===== src/rtl/ps2_pkg.sv =====
// rtl/ps2_pkg.sv - shared PS/2 encodings, frame constants and command bytes
package ps2_pkg;

  typedef enum logic [2:0] {
    ST_IDLE,
    ST_INHIBIT,
    ST_REQ,
    ST_DATA,
    ST_ACK,
    ST_WAIT_IDLE
  } ps2_state_e;

  localparam int         PS2_FRAME_BITS = 11;
  localparam logic [3:0] PS2_BITCNT_MAX = 4'(PS2_FRAME_BITS);

  localparam logic [7:0] PS2_CMD_LED = 8'hED;
  localparam logic [7:0] PS2_CMD_EN  = 8'hF4;
  localparam logic [7:0] PS2_CMD_RST = 8'hFF;

  // Host-sent portion after the start bit: {stop, odd parity, data}, shifted out LSB first.
  function automatic logic [9:0] ps2_tx_frame(input logic [7:0] b);
    return {1'b1, ~^b, b};
  endfunction

endpackage


===== src/rtl/ps2_edge_sync.sv =====
// rtl/ps2_edge_sync.sv - pin synchronizers and registered ps2_clk falling-edge detector
module ps2_edge_sync (
  input  logic clk,
  input  logic rst,
  input  logic ps2_clk_in,
  input  logic ps2_data_in,
  output logic clk_sync,
  output logic data_sync,
  output logic clk_fall
);

  logic [2:0] clk_sync_q, clk_sync_d;
  logic [1:0] data_sync_q, data_sync_d;
  logic       clk_fall_q, clk_fall_d;

  always_comb begin
    clk_sync_d  = {clk_sync_q[1:0], ps2_clk_in};
    data_sync_d = {data_sync_q[0], ps2_data_in};
    clk_fall_d  = clk_sync_q[2] & ~clk_sync_q[1];
  end

  // Idle bus is high, so reset the chains high to avoid a false fall after reset.
  always_ff @(posedge clk) begin
    if (rst) begin
      clk_sync_q  <= 3'b111;
      data_sync_q <= 2'b11;
      clk_fall_q  <= 1'b0;
    end else begin
      clk_sync_q  <= clk_sync_d;
      data_sync_q <= data_sync_d;
      clk_fall_q  <= clk_fall_d;
    end
  end

  assign clk_sync  = clk_sync_q[1];
  assign data_sync = data_sync_q[1];
  assign clk_fall  = clk_fall_q;

endmodule


===== src/rtl/ps2_host_tx.sv =====
// rtl/ps2_host_tx.sv - PS/2 host-to-device command transmitter, open-drain pull-low drive
// Optional device-clock watchdog enabled by defining PS2_TX_TIMEOUT_EN.
module ps2_host_tx
  import ps2_pkg::*;
#(
  parameter int CLK_HOLD_CYCLES = 10000,
  parameter int TIMEOUT_CYCLES  = 2000000
) (
  input  logic       clk,
  input  logic       rst,
  input  logic [7:0] tx_data,
  input  logic       tx_valid,
  output logic       tx_ready,
  output logic       busy,
  output logic       tx_done,
  output logic       tx_err,
  input  logic       ps2_clk_in,
  input  logic       ps2_data_in,
  output logic       ps2_clk_oe,
  output logic       ps2_data_oe
);

  localparam int HOLD_W = $clog2(CLK_HOLD_CYCLES + 1);

  ps2_state_e        state_q, state_d;
  logic [9:0]        shift_q, shift_d;
  logic [3:0]        bitcnt_q, bitcnt_d, bitcnt_inc;
  logic [HOLD_W-1:0] hold_q, hold_d;
  logic              data_oe_q, data_oe_d;
  logic              ack_err_q, ack_err_d;
  logic              tx_err_q, tx_err_d;
  logic              tx_done_q, tx_done_d;

  logic clk_sync, data_sync, clk_fall;

  ps2_edge_sync u_sync (
    .clk         (clk),
    .rst         (rst),
    .ps2_clk_in  (ps2_clk_in),
    .ps2_data_in (ps2_data_in),
    .clk_sync    (clk_sync),
    .data_sync   (data_sync),
    .clk_fall    (clk_fall)
  );

`ifdef PS2_TX_TIMEOUT_EN
  localparam int WDOG_W = $clog2(TIMEOUT_CYCLES + 1);
  logic [WDOG_W-1:0] wdog_q, wdog_d;
`else
  logic [31:0] unused_timeout;
  assign unused_timeout = 32'(TIMEOUT_CYCLES);
`endif

  assign bitcnt_inc = (bitcnt_q == PS2_BITCNT_MAX) ? bitcnt_q : bitcnt_q + 4'd1;

  always_comb begin
    state_d   = state_q;
    shift_d   = shift_q;
    bitcnt_d  = bitcnt_q;
    hold_d    = hold_q;
    data_oe_d = data_oe_q;
    ack_err_d = ack_err_q;
    tx_err_d  = tx_err_q;
    tx_done_d = 1'b0;

    case (state_q)
      ST_IDLE: begin
        hold_d    = '0;
        bitcnt_d  = '0;
        data_oe_d = 1'b0;
        if (tx_valid) begin
          shift_d = ps2_tx_frame(tx_data);
          state_d = ST_INHIBIT;
        end
      end
      ST_INHIBIT: begin
        if (hold_q == HOLD_W'(CLK_HOLD_CYCLES - 1)) begin
          state_d   = ST_REQ;
          data_oe_d = 1'b1;
        end else begin
          hold_d = hold_q + 1'b1;
        end
      end
      // Start bit is already on the wire; each fall presents the next frame bit.
      ST_REQ, ST_DATA: begin
        if (clk_fall) begin
          data_oe_d = ~shift_q[0];
          shift_d   = {1'b0, shift_q[9:1]};
          bitcnt_d  = bitcnt_inc;
          state_d   = (bitcnt_q == 4'd9) ? ST_ACK : ST_DATA;
        end
      end
      ST_ACK: begin
        if (clk_fall) begin
          ack_err_d = data_sync;
          bitcnt_d  = bitcnt_inc;
          state_d   = ST_WAIT_IDLE;
        end
      end
      ST_WAIT_IDLE: begin
        data_oe_d = 1'b0;
        if (clk_sync && data_sync) begin
          tx_done_d = 1'b1;
          tx_err_d  = ack_err_q;
          state_d   = ST_IDLE;
        end
      end
      default: state_d = ST_IDLE;
    endcase

`ifdef PS2_TX_TIMEOUT_EN
    wdog_d = '0;
    if (state_q inside {ST_REQ, ST_DATA, ST_ACK, ST_WAIT_IDLE} && !clk_fall) begin
      if (wdog_q == WDOG_W'(TIMEOUT_CYCLES - 1)) begin
        state_d   = ST_IDLE;
        data_oe_d = 1'b0;
        tx_done_d = 1'b1;
        tx_err_d  = 1'b1;
      end else begin
        wdog_d = wdog_q + 1'b1;
      end
    end
`endif
  end

  always_ff @(posedge clk) begin
    if (rst) begin
      state_q   <= ST_IDLE;
      shift_q   <= '0;
      bitcnt_q  <= '0;
      hold_q    <= '0;
      data_oe_q <= 1'b0;
      ack_err_q <= 1'b0;
      tx_err_q  <= 1'b0;
      tx_done_q <= 1'b0;
    end else begin
      state_q   <= state_d;
      shift_q   <= shift_d;
      bitcnt_q  <= bitcnt_d;
      hold_q    <= hold_d;
      data_oe_q <= data_oe_d;
      ack_err_q <= ack_err_d;
      tx_err_q  <= tx_err_d;
      tx_done_q <= tx_done_d;
    end
  end

`ifdef PS2_TX_TIMEOUT_EN
  always_ff @(posedge clk) begin
    if (rst) begin
      wdog_q <= '0;
    end else begin
      wdog_q <= wdog_d;
    end
  end
`endif

  assign tx_ready    = (state_q == ST_IDLE);
  assign busy        = ~tx_ready;
  assign ps2_clk_oe  = (state_q == ST_INHIBIT);
  assign ps2_data_oe = data_oe_q;
  assign tx_done     = tx_done_q;
  assign tx_err      = tx_err_q;

endmodule


===== config.mk =====
export PLATFORM = sky130hd
export DESIGN_NAME = ps2_host_tx
export DESIGN_NICKNAME = d
export VERILOG_FILES = /design/src/rtl/ps2_pkg.sv /design/src/rtl/ps2_edge_sync.sv /design/src/rtl/ps2_host_tx.sv
export SDC_FILE = /design/constraint.sdc
export NUM_CORES = 1
export LEC_CHECK = 0
export ABC_AREA = 0
export BUFFER_PORTS_ARGS = -buffer_cell sky130_fd_sc_hd__buf_2
export CAP_MARGIN = 20
export CELL_PAD_IN_SITES_DETAIL_PLACEMENT = 1
export CELL_PAD_IN_SITES_GLOBAL_PLACEMENT = 1
export CORE_ASPECT_RATIO = 0.5
export CORE_MARGIN = 4
export CORE_UTILIZATION = 44
export DETAILED_ROUTE_END_ITERATION = 16
export GPL_TIMING_DRIVEN = 0
export PLACE_DENSITY = 0.8
export SLEW_MARGIN = 5
export SYNTH_ARGS = -nofsm -noshare
export SYNTH_HDL_FRONTEND = slang
export SYNTH_SLANG_ARGS = --single-unit

===== constraint.sdc =====
create_clock -name clk -period 2 [get_ports clk]
set_input_delay 0.1 -clock clk [delete_from_list [all_inputs] [get_ports clk]]
set_output_delay 0.1 -clock clk [all_outputs]
set_load 0.01 [all_outputs]

-- Word level (Yosys, flattened, before mapping)
Cells that the tools add are included.
- logic and storage cells: 71
- flip-flop bits (word level): 41
- output and inout port bits: 6
- mux-type cells: 19
- reduce and logical (&&, ||, !) cells: 18
- $add $sub $neg: 2
- bitwise gates (word level): 5
- equality and inequality tests: 16
- operator list (kind ; count):
    case mux 14 bit (2 select lines) ; 1
    2-to-1 mux 10 bit ; 2
    case mux 10 bit (2 select lines) ; 1
    2-to-1 mux 3 bit ; 6
    case mux 3 bit (5 select lines) ; 1
    adder 14 x 1 -> 14 bit, second input constant ; 1
    equality test 14 bit, second input constant ; 1
    2-to-1 mux 14 bit ; 1
    AND reduction 3 bit ; 3
    equality test 4 bit, second input constant ; 2
    2-to-1 mux 4 bit ; 2
    != test 2 x 1 -> 1 bit, second input constant ; 4
    != test 2 bit, second input constant ; 4
    case mux 4 bit (2 select lines) ; 1
    XNOR reduction 8 bit ; 1
    equality test 3 x 2 -> 1 bit, second input constant ; 2
    equality test 3 bit, second input constant ; 2
    AND reduction 2 bit ; 3
    nonzero test 2 bit ; 3
    OR reduction 2 bit ; 3
    AND reduction 5 bit ; 1
    adder 4 x 1 -> 4 bit, second input constant ; 1
    NOT 1 bit ; 4
    equality test 3 x 1 -> 1 bit, second input constant ; 1
    other kinds (7) ; 9

-- Depth between registers and ports, before layout
Gate-level depths: netlist of run 1.
- word-level depth: 4
- gate-level depth with buffers: 7
- mapped depth without buffers: 6

-- Hierarchy
Synthesis of run 1 repeated with hierarchy kept, for this count alone.
- cells, all modules: 235
- area total of the unflattened synthesis: 1969.4 um2
- modules (own cells, without submodules) (module ; sequential area each (um2) ; cells an instance ; area each (um2) ; instances):
    ps2_host_tx ; 700.7 ; 223 ; 1810.5 ; 1
    ps2_edge_sync ; 120.1 ; 12 ; 158.9 ; 1

-- Worst setup path before layout of run 1
OpenSTA, ideal clock, no wires.
- path type: reg2reg
- start: register state_q[1]
- end: register hold_q[12]
- setup time: 0.120 ns
- clock period less this slack: 1.613 ns
- arrival: 1.493 ns
- data required time: 1.880 ns
- setup slack: 0.387 ns
- cell stages (with the launch flop): 7
- cell sequence: dfxtp_1 > buf_2 > nor3_1 > or2_1 > clkbuf_1 > or4_1 > nand2_1
- word-level cells in the longest chain between the ends: 3
- elaborated cells on any way between the ends: 6
- classes of those cells: eq/ne (2); mux (1); reduce/logical (3)
- RTL lines (what ; RTL line ; RTL):
    from (decl) ; ps2_host_tx.sv:25 ; ps2_state_e state_q, state_d;
    from (signal assigned) ; ps2_host_tx.sv:137 ; state_q <= state_d;
    logical NOT 3 bit * ; - ;
    via tx_ready ; ps2_host_tx.sv:13 ; output logic tx_ready,
    nonzero test 2 bit (no line) ; - ;
    AND reduction 2 bit (no line) ; - ;
    to (signal assigned) ; ps2_host_tx.sv:140 ; hold_q <= hold_d;
    to (decl) ; ps2_host_tx.sv:28 ; logic [HOLD_W-1:0] hold_q, hold_d;
The timed path passes the listed nets; every way through them passes the cells marked *.
A chain may end at the register's enable or synchronous reset.

-- Final worst setup path of run 1
- start: register state_q[0]
- end: register state_q[0]
- word-level cells in the longest chain between the ends: 4
- elaborated cells on any way between the ends: 14
- classes of those cells: eq/ne (10); mux (1); reduce/logical (3)
- RTL lines (what ; RTL line ; RTL):
    equality test 3 x 2 -> 1 bit ; ps2_host_tx.sv:66 ; case (state_q)
    OR reduction 2 bit ; ps2_host_tx.sv:66 ;
    != test 2 x 1 -> 1 bit (no line) ; - ;
    AND reduction 5 bit (no line) ; - ;
Parallel ways exist; a longest one is shown, timed or not.

==> summary.md, run 1 <==
| Metric | Value |
|---|---|
| CP Class | reg -> reg |
| Worst-margin pin slew | 594.9 ps |
| Nets | 281 |
| Met3 WL | 186 um |
| Worst VDD drop | 0.4432 mV |
| Clock power share | 25.3% |
| Drt via density | 5.635 |
| Max Root-Sink Buffers | 2 |
| Rel. slew slack | 60.34% |
| CTS Sinks | 41 |
| Skew final | 6.032 ps |
| Pin count of the biggest net entering global routing | 13 |
| Vias | 1820 |
| Num ports | 19 |
| CP Depth | 5 |
| Top delay family on crit path | simple AND/OR/NAND/NOR gates |
| Async set-reset flop share out of synthesis | 0% |
| Drt drc | 0 |
| Crit path buffers/inverters | 1 |
| Initial Util | 46.27% |
| Initial antenna violation count | 0 |
| F_max | 560.0 MHz |
| Switching Fraction | 35.02% |
| Post-Syn Nets | 254 |
| Gpl congestion | 0.8123 |
| Leak | 0.0009262 uW |
| Hold WC Path Type | in -> reg |
| Slew Limit Fails | 0 |
| Die width | 104.9 um |
| Area grow syn2layout | 13.74% |
| Worst skew pair latency | 300 ps |
| Int Pwr | 1544 uW |
| Final Cycle Share | 89.29% |
| Final Critical Period | 1786 ps |
| Hold WS | 169.4 ps |
| Highest routed layer | met4 |
| Ys Warns | 0 |
| All-Layer GR Usage | 19.63% |
| Hold Fails Final Rpt | 0 |
| Fraction of layout cells with a size suffix above 1 | 15.41% |
| Req. time, crit path | 2210 ps |
| Crit path max fanout | 10 |
| Synthesis-stage register bit count | 41 |
| Num CTS Buffers | 5 |
| Worst-path cell chain | clkbuf_1 -> nor2b_1 -> nand3_1 -> and2_1 -> a311oi_1 |
| Post-synth EDFFs | 0 |
| Switch Pwr | 832.1 uW |
| Met2 WL | 2.527 mm |
| Hold depth | 3 |
| H-tree depth | 2 |
| Power per cell area | 1011 mW/mm2 |
| Antenna Cells | 0 |
| Final setup vio count | 0 |
| Post-Syn Instances | 238 |
| Vias in the first global route | 1949 |
| Yosys cell types | 46 |
| FF-to-FF path depth | 5 |
| Comb pwr share | 33.1% |
| RSZ-0062 raised after global routing | no |
| Filler cells | 543 |
| Status | completed |
| CTS Root Buffer Type | clkbuf_8 |
| Starting DRT DRC Count | 69 |
| Peak per-stage delay on the critical path | 440 ps |
| TNS Setup | 0 ps |
| Cell Rows | 17 |
| Synth Flop Type | dfxtp_1 |
| Die area | 0.005925 mm2 |
| First-pass GRT wire length | 9.349 mm |
| Routed met1 length | 2.480 mm |
| Gr ovfl total | 0 |
| Crit-path slowest cell | dfxtp_1 |
| Total Wirelength | 5.258 mm |
| Drt wl/cell | 16.28 um |
| First-pass DRT Iterations | 4 |
| Max-cap violations | 0 |
| Crit path capture type | flop |
| Clk slew on worst S/H paths | 80 ps |
| Port Buffers | 18 |
| Critical Path AT | 1990 ps |
| Sequential-to-total area share from yosys stat | 39.71% |
| Post-route ant nets | 0 |
| Sequential power share | 41.6% |
| Mean Syn Cell Area | 8.685 um2 |
| Core ar. | 0.004467 mm2 |
| CP startpoint kind | flop |
| Syn Std Cell Area | 0.002067 mm2 |
| Chip height | 56.47 um |
| CTS tree | done |
| Postcts setup bufs | 0 |
| Dpl hpwl | 3.782 mm |
==> cell type report <==
cell class                      count  area [um2]  share of cell area (%)
Sequential cell                    41       820.8                   34.91
Tap cell                           57       71.32                   3.034
Clock inverter                      1       5.005                  0.2129
Buffer                             13       61.31                   2.608
Timing Repair Buffer               20       110.1                   4.683
Multi-Input combinational cell    175        1152                   49.02
Inverter                            9       33.78                   1.437
Clock buffer                        7       96.34                   4.098
==> cell families after synthesis <==
group	Yosys count	synth area share [%]
DFF	41	39.71
and+or+nand+nor	97	26.09
xor gates and xnor gates	12	5.085
adders and majority gates	3	1.816
buffers and inverters	22	4.539
muxes	12	5.811
AOI/OAI and AO/OA	51	16.95
==> synth_stat cells (2+ instances only) <==
library cell,count,share of area [%]
a211oi_1,10,3.6
a21oi_1,10,2.4
a311oi_1,5,2.1
a31oi_1,5,1.5
and2_1,2,0.61
and3_1,3,0.91
buf_2,3,0.73
clkbuf_1,9,1.6
dfxtp_1,41,40
ha_1,3,1.8
inv_1,9,1.6
mux2i_1,12,5.8
nand2_1,10,1.8
nand2b_1,6,1.8
nand3_1,9,2.2
nand4_1,6,1.8
nor2_1,25,4.5
nor2b_1,2,0.61
nor3_1,4,0.97
nor3b_1,3,1.1
nor4_1,2,0.61
o211ai_1,4,1.5
o21ai_0,8,1.9
o21ai_1,2,0.48
or2_2,7,2.1
or3_1,3,0.91
or3b_1,2,0.85
or4_1,5,1.8
xnor2_1,7,3.0
xor2_1,5,2.1
==> worst reg2reg max path: stages, from the launching register on <==
cell,delay [ps]
dfxtp_1,440
clkbuf_1,370
nor2b_1,330
nand3_1,130
and2_1,180
a311oi_1,250
==> power groups by stage <==
stage	clock network [uW]	logic [uW]	registers (uW)
detailed placement	0	785	1010
CTS	617	792	990
finish	601	786	989
floorplan	0	575	990
global route	661	891	1000
global placement	0	752	1000
==> state kept, by name, indices dropped and copies added (netlist names) <==
name                cells
bitcnt_q                4
tx_err                  1
hold_q                 14
shift_q                10
u_sync.clk_fall         1
ps2_data_oe             1
tx_done                 1
u_sync.clk_sync_q       3
u_sync.data_sync_q      2
state_q                 3
ack_err_q               1
==> what timing repair did <==
item / CTS / global route
hold buffers: 2 / 0
endpoints found under the hold margin: 2 / 0
endpoints found under the setup margin: 0 / 3
resized for setup: 0 / 2
==> path summary, 6_finish.rpt <==
kind / from / end / slack (ps)
setup / recovery: state_q[0] / state_q[0] / 210
hold reg to reg: u_sync.clk_sync_q[2] / u_sync.clk_fall / 420
hold / removal: tx_data[5] / shift_q[5] / 170
setup reg to reg: state_q[0] / state_q[0] / 210
==> metrics by stage <==
stage                     cells  utilization [%]  total power [uW]  setup slack (ps)  cell area, um2
after floorplan             238                -              1565             387.4            2067
after global placement      313            49.89              1752             205.5            2228
after global routing        323            52.63              2556             23.12            2351
after detailed placement    313            49.89              1793             122.2            2228
final                       323            52.63              2376             214.1            2351
after CTS                   323            52.61              2399             105.6            2350
==> routing by layer <==
| metal | vias up | GRT usage [%] |
|---|---|---|
| li1 | 922 | - |
| met1 | 865 | 23.78 |
| met2 | 25 | 34.91 |
| met3 | 8 | 4.707 |
| met4 | 0 | 5.607 |
| met5 | - | 0 |
==> cell usage in the layout, fill, tap and decap left out, types with 2 or more instances in the layout <==
master | netlist | routed
dfxtp_1 | 41 | 41
nor2_1 | 25 | 25
buf_2 | 3 | 21
mux2i_1 | 12 | 12
a21oi_1 | 10 | 10
nand2_1 | 10 | 10
a211oi_1 | 10 | 10
inv_1 | 9 | 9
nand3_1 | 9 | 9
o21ai_0 | 8 | 8
clkbuf_1 | 9 | 8
or2_2 | 7 | 7
xnor2_1 | 7 | 7
clkbuf_8 | 0 | 7
nand4_1 | 6 | 6
nand2b_1 | 6 | 6
a31oi_1 | 5 | 5
a311oi_1 | 5 | 5
xor2_1 | 5 | 5
or4_1 | 5 | 5
nor3_1 | 4 | 4
o211ai_1 | 4 | 4
and3_1 | 3 | 3
or3_1 | 3 | 3
nor3b_1 | 3 | 3
ha_1 | 3 | 3
or3b_1 | 2 | 2
and2_1 | 2 | 2
nor4_1 | 2 | 2
nor2b_1 | 2 | 2
o21ai_1 | 2 | 2
dlygate4sd3_1 | 0 | 2
Note: power is estimated with default switching activity, not from simulation.
==> inputs of run 2 (changes only) <==
REMOVE_ABC_BUFFERS = 1   (was unset)
clock period = 1.95 ns   (was 2 ns; I/O delays follow)
==> summary.md, run 2 (same netlist as run 1, synthesis figures left out) <==
| Metric | Value |
|---|---|
| Status | completed |
| Fraction of layout cells with a size suffix above 1 | 15.81% |
| Gr ovfl total | 0 |
| Max reg flops | 14 |
| Die area | 0.005925 mm2 |
| Crit-path slowest cell | dfxtp_2 |
| F_max | 551.0 MHz |
| Worst skew pair latency | 290 ps |
| Inst Count DP | 300 |
| CTS Root Buffer Type | clkbuf_8 |
| Nets | 268 |
| Port Buffers | 18 |
| Final setup vio count | 0 |
| CTS Sinks | 41 |
| Rel. slew slack | 62.79% |
| Num ports | 19 |
| Vias | 1786 |
| Crit path max fanout | 16 |
| Fin cells | 310 |
| Drt drc | 0 |
| Cell Rows | 17 |
| Vias in the first global route | 1837 |
| H-tree depth | 2 |
| All-Layer GR Usage | 16.82% |
| Initial Util | 46.27% |
| Drt via density | 5.761 |
| Critical Path AT | 2040 ps |
| Total Wirelength | 4.630 mm |
| Starting DRT DRC Count | 82 |
| CP startpoint kind | flop |
| Largest regs | hold_q x14, shift_q x10, bitcnt_q x4 |
| Final Cycle Share | 93.07% |
| Worst-path cell chain | or3b_1 -> a41o_1 -> or3_1 -> a21oi_1 |
| CTS tree | done |
| Initial antenna violation count | 0 |
| Peak per-stage delay on the critical path | 490 ps |
| Num CTS Buffers | 5 |
| Hold WC Path Type | in -> reg |
| RSZ-0062 raised after global routing | no |
| Max-cap violations | 0 |
| Worst VDD drop | 0.3691 mV |
| Slew Limit Fails | 0 |
| Hold WS | 169.3 ps |
| Dpl hpwl | 3.222 mm |
| Skew final | 7.904 ps |
| Most flops, register | hold_q |
| Chip height | 56.47 um |
| Antenna Cells | 0 |
| First-pass DRT Iterations | 4 |
| Post-route ant nets | 0 |
| Power per cell area | 1033 mW/mm2 |
| Pin count of the biggest net entering global routing | 33 |
| CP Class | reg -> reg |
| Hold Fails Final Rpt | 0 |
| Req. time, crit path | 2180 ps |
| Filler cells | 539 |
| Die width | 104.9 um |
| First-pass GRT wire length | 8.245 mm |
| Area grow syn2layout | 11.32% |
| Crit path capture type | flop |
| Core ar. | 0.004467 mm2 |
| Max Root-Sink Buffers | 2 |
| Drt wl/cell | 14.94 um |
| Worst-margin pin slew | 558.1 ps |
| Clk slew on worst S/H paths | 80 ps |
| Final Critical Period | 1815 ps |
| Leading cell types in the layout, fill and taps excluded | 38 x dfxtp_1, 25 x nor2_1, 18 x buf_2 |
| Commonest non-fill, non-tap cell in the layout | dfxtp_1 |
| Leak | 0.0008945 uW |
| Gpl congestion | 0.7872 |
| Postcts setup bufs | 0 |
-- run 2: changes by cell type in the layout (fill, tap and decap cells not counted) --
cell	delta
clkbuf_1	-8
buf_2	-3
nand2b_1	-1
dfxtp_4	+2
clkbuf_2	-1
nand2b_2	+1
buf_6	-1
dfxtp_1	-3
dfxtp_2	+1
-- run 2: critical path, delay by kind of cell (launching register included) --
family | cells | cell delay (ps)
flip-flops | 1 | 490
AND/OR/NAND/NOR | 2 | 790
AO/OA/AOI/OAI | 2 | 470
-- run 2: final cells by class --
cell class / count / area, um2 / share of cell area (%)
clock inverter: 1 / 5.005 / 0.2175
sequential: 41 / 829.5 / 36.05
clock buffer: 7 / 96.34 / 4.187
multi-input combinational: 175 / 1155 / 50.19
inverter: 9 / 33.78 / 1.468
tap: 57 / 71.32 / 3.100
timing repair buffer: 20 / 110.1 / 4.785
-- run 2: path summary, 6_finish.rpt --
path                                            from         endpoint  slack (ps)  cells past startpoint
worst max-delay path                      state_q[0]        hold_q[3]         140                      4
worst min register to register  u_sync.clk_sync_q[2]  u_sync.clk_fall         420                      2
worst min-delay path                      tx_data[6]       shift_q[6]         170                      3
worst max register to register            state_q[0]        hold_q[3]         140                      4
-- run 2: timing repair --
| action | CTS | global route |
|---|---|---|
| hold buffers | 2 | 0 |
| gates resized for setup | 4 | 2 |
| hold endpoints to repair | 2 | 0 |
| setup endpoints to repair | 22 | 13 |
-- run 2: where the power goes --
group	leakage, uW	internal (uW)	switching [uW]	total (uW)
Sequential	0.000336	948	135	1080
Clock	0.0000542	320	291	611
Combinational	0.000504	289	393	682
Total	0.000894	1560	819	2380
-- run 2: per-layer routing --
| metal | GRT usage (%) | part of all wire (%) |
|---|---|---|
| met5 | 0 | 0 |
| met4 | 4.860 | 1.1 |
| met3 | 4.363 | 2.8 |
| met2 | 30.26 | 49 |
| met1 | 19.89 | 47 |
-- run 2: metrics by stage --
stage	power, uW	area, um2	setup WS (ps)	TNS (ps)	util (%)
3_3_place_gp	1750	2168	-330.1	-2890	48.54
3_5_place_dp	1778	2168	-362.7	-3821	48.54
6_report	2376	2301	135.1	0	51.51
2_1_floorplan	1559	2007	82.85	0	-
5_1_grt	2549	2301	11.68	0	51.51
4_1_cts	2411	2296	76.18	0	51.40
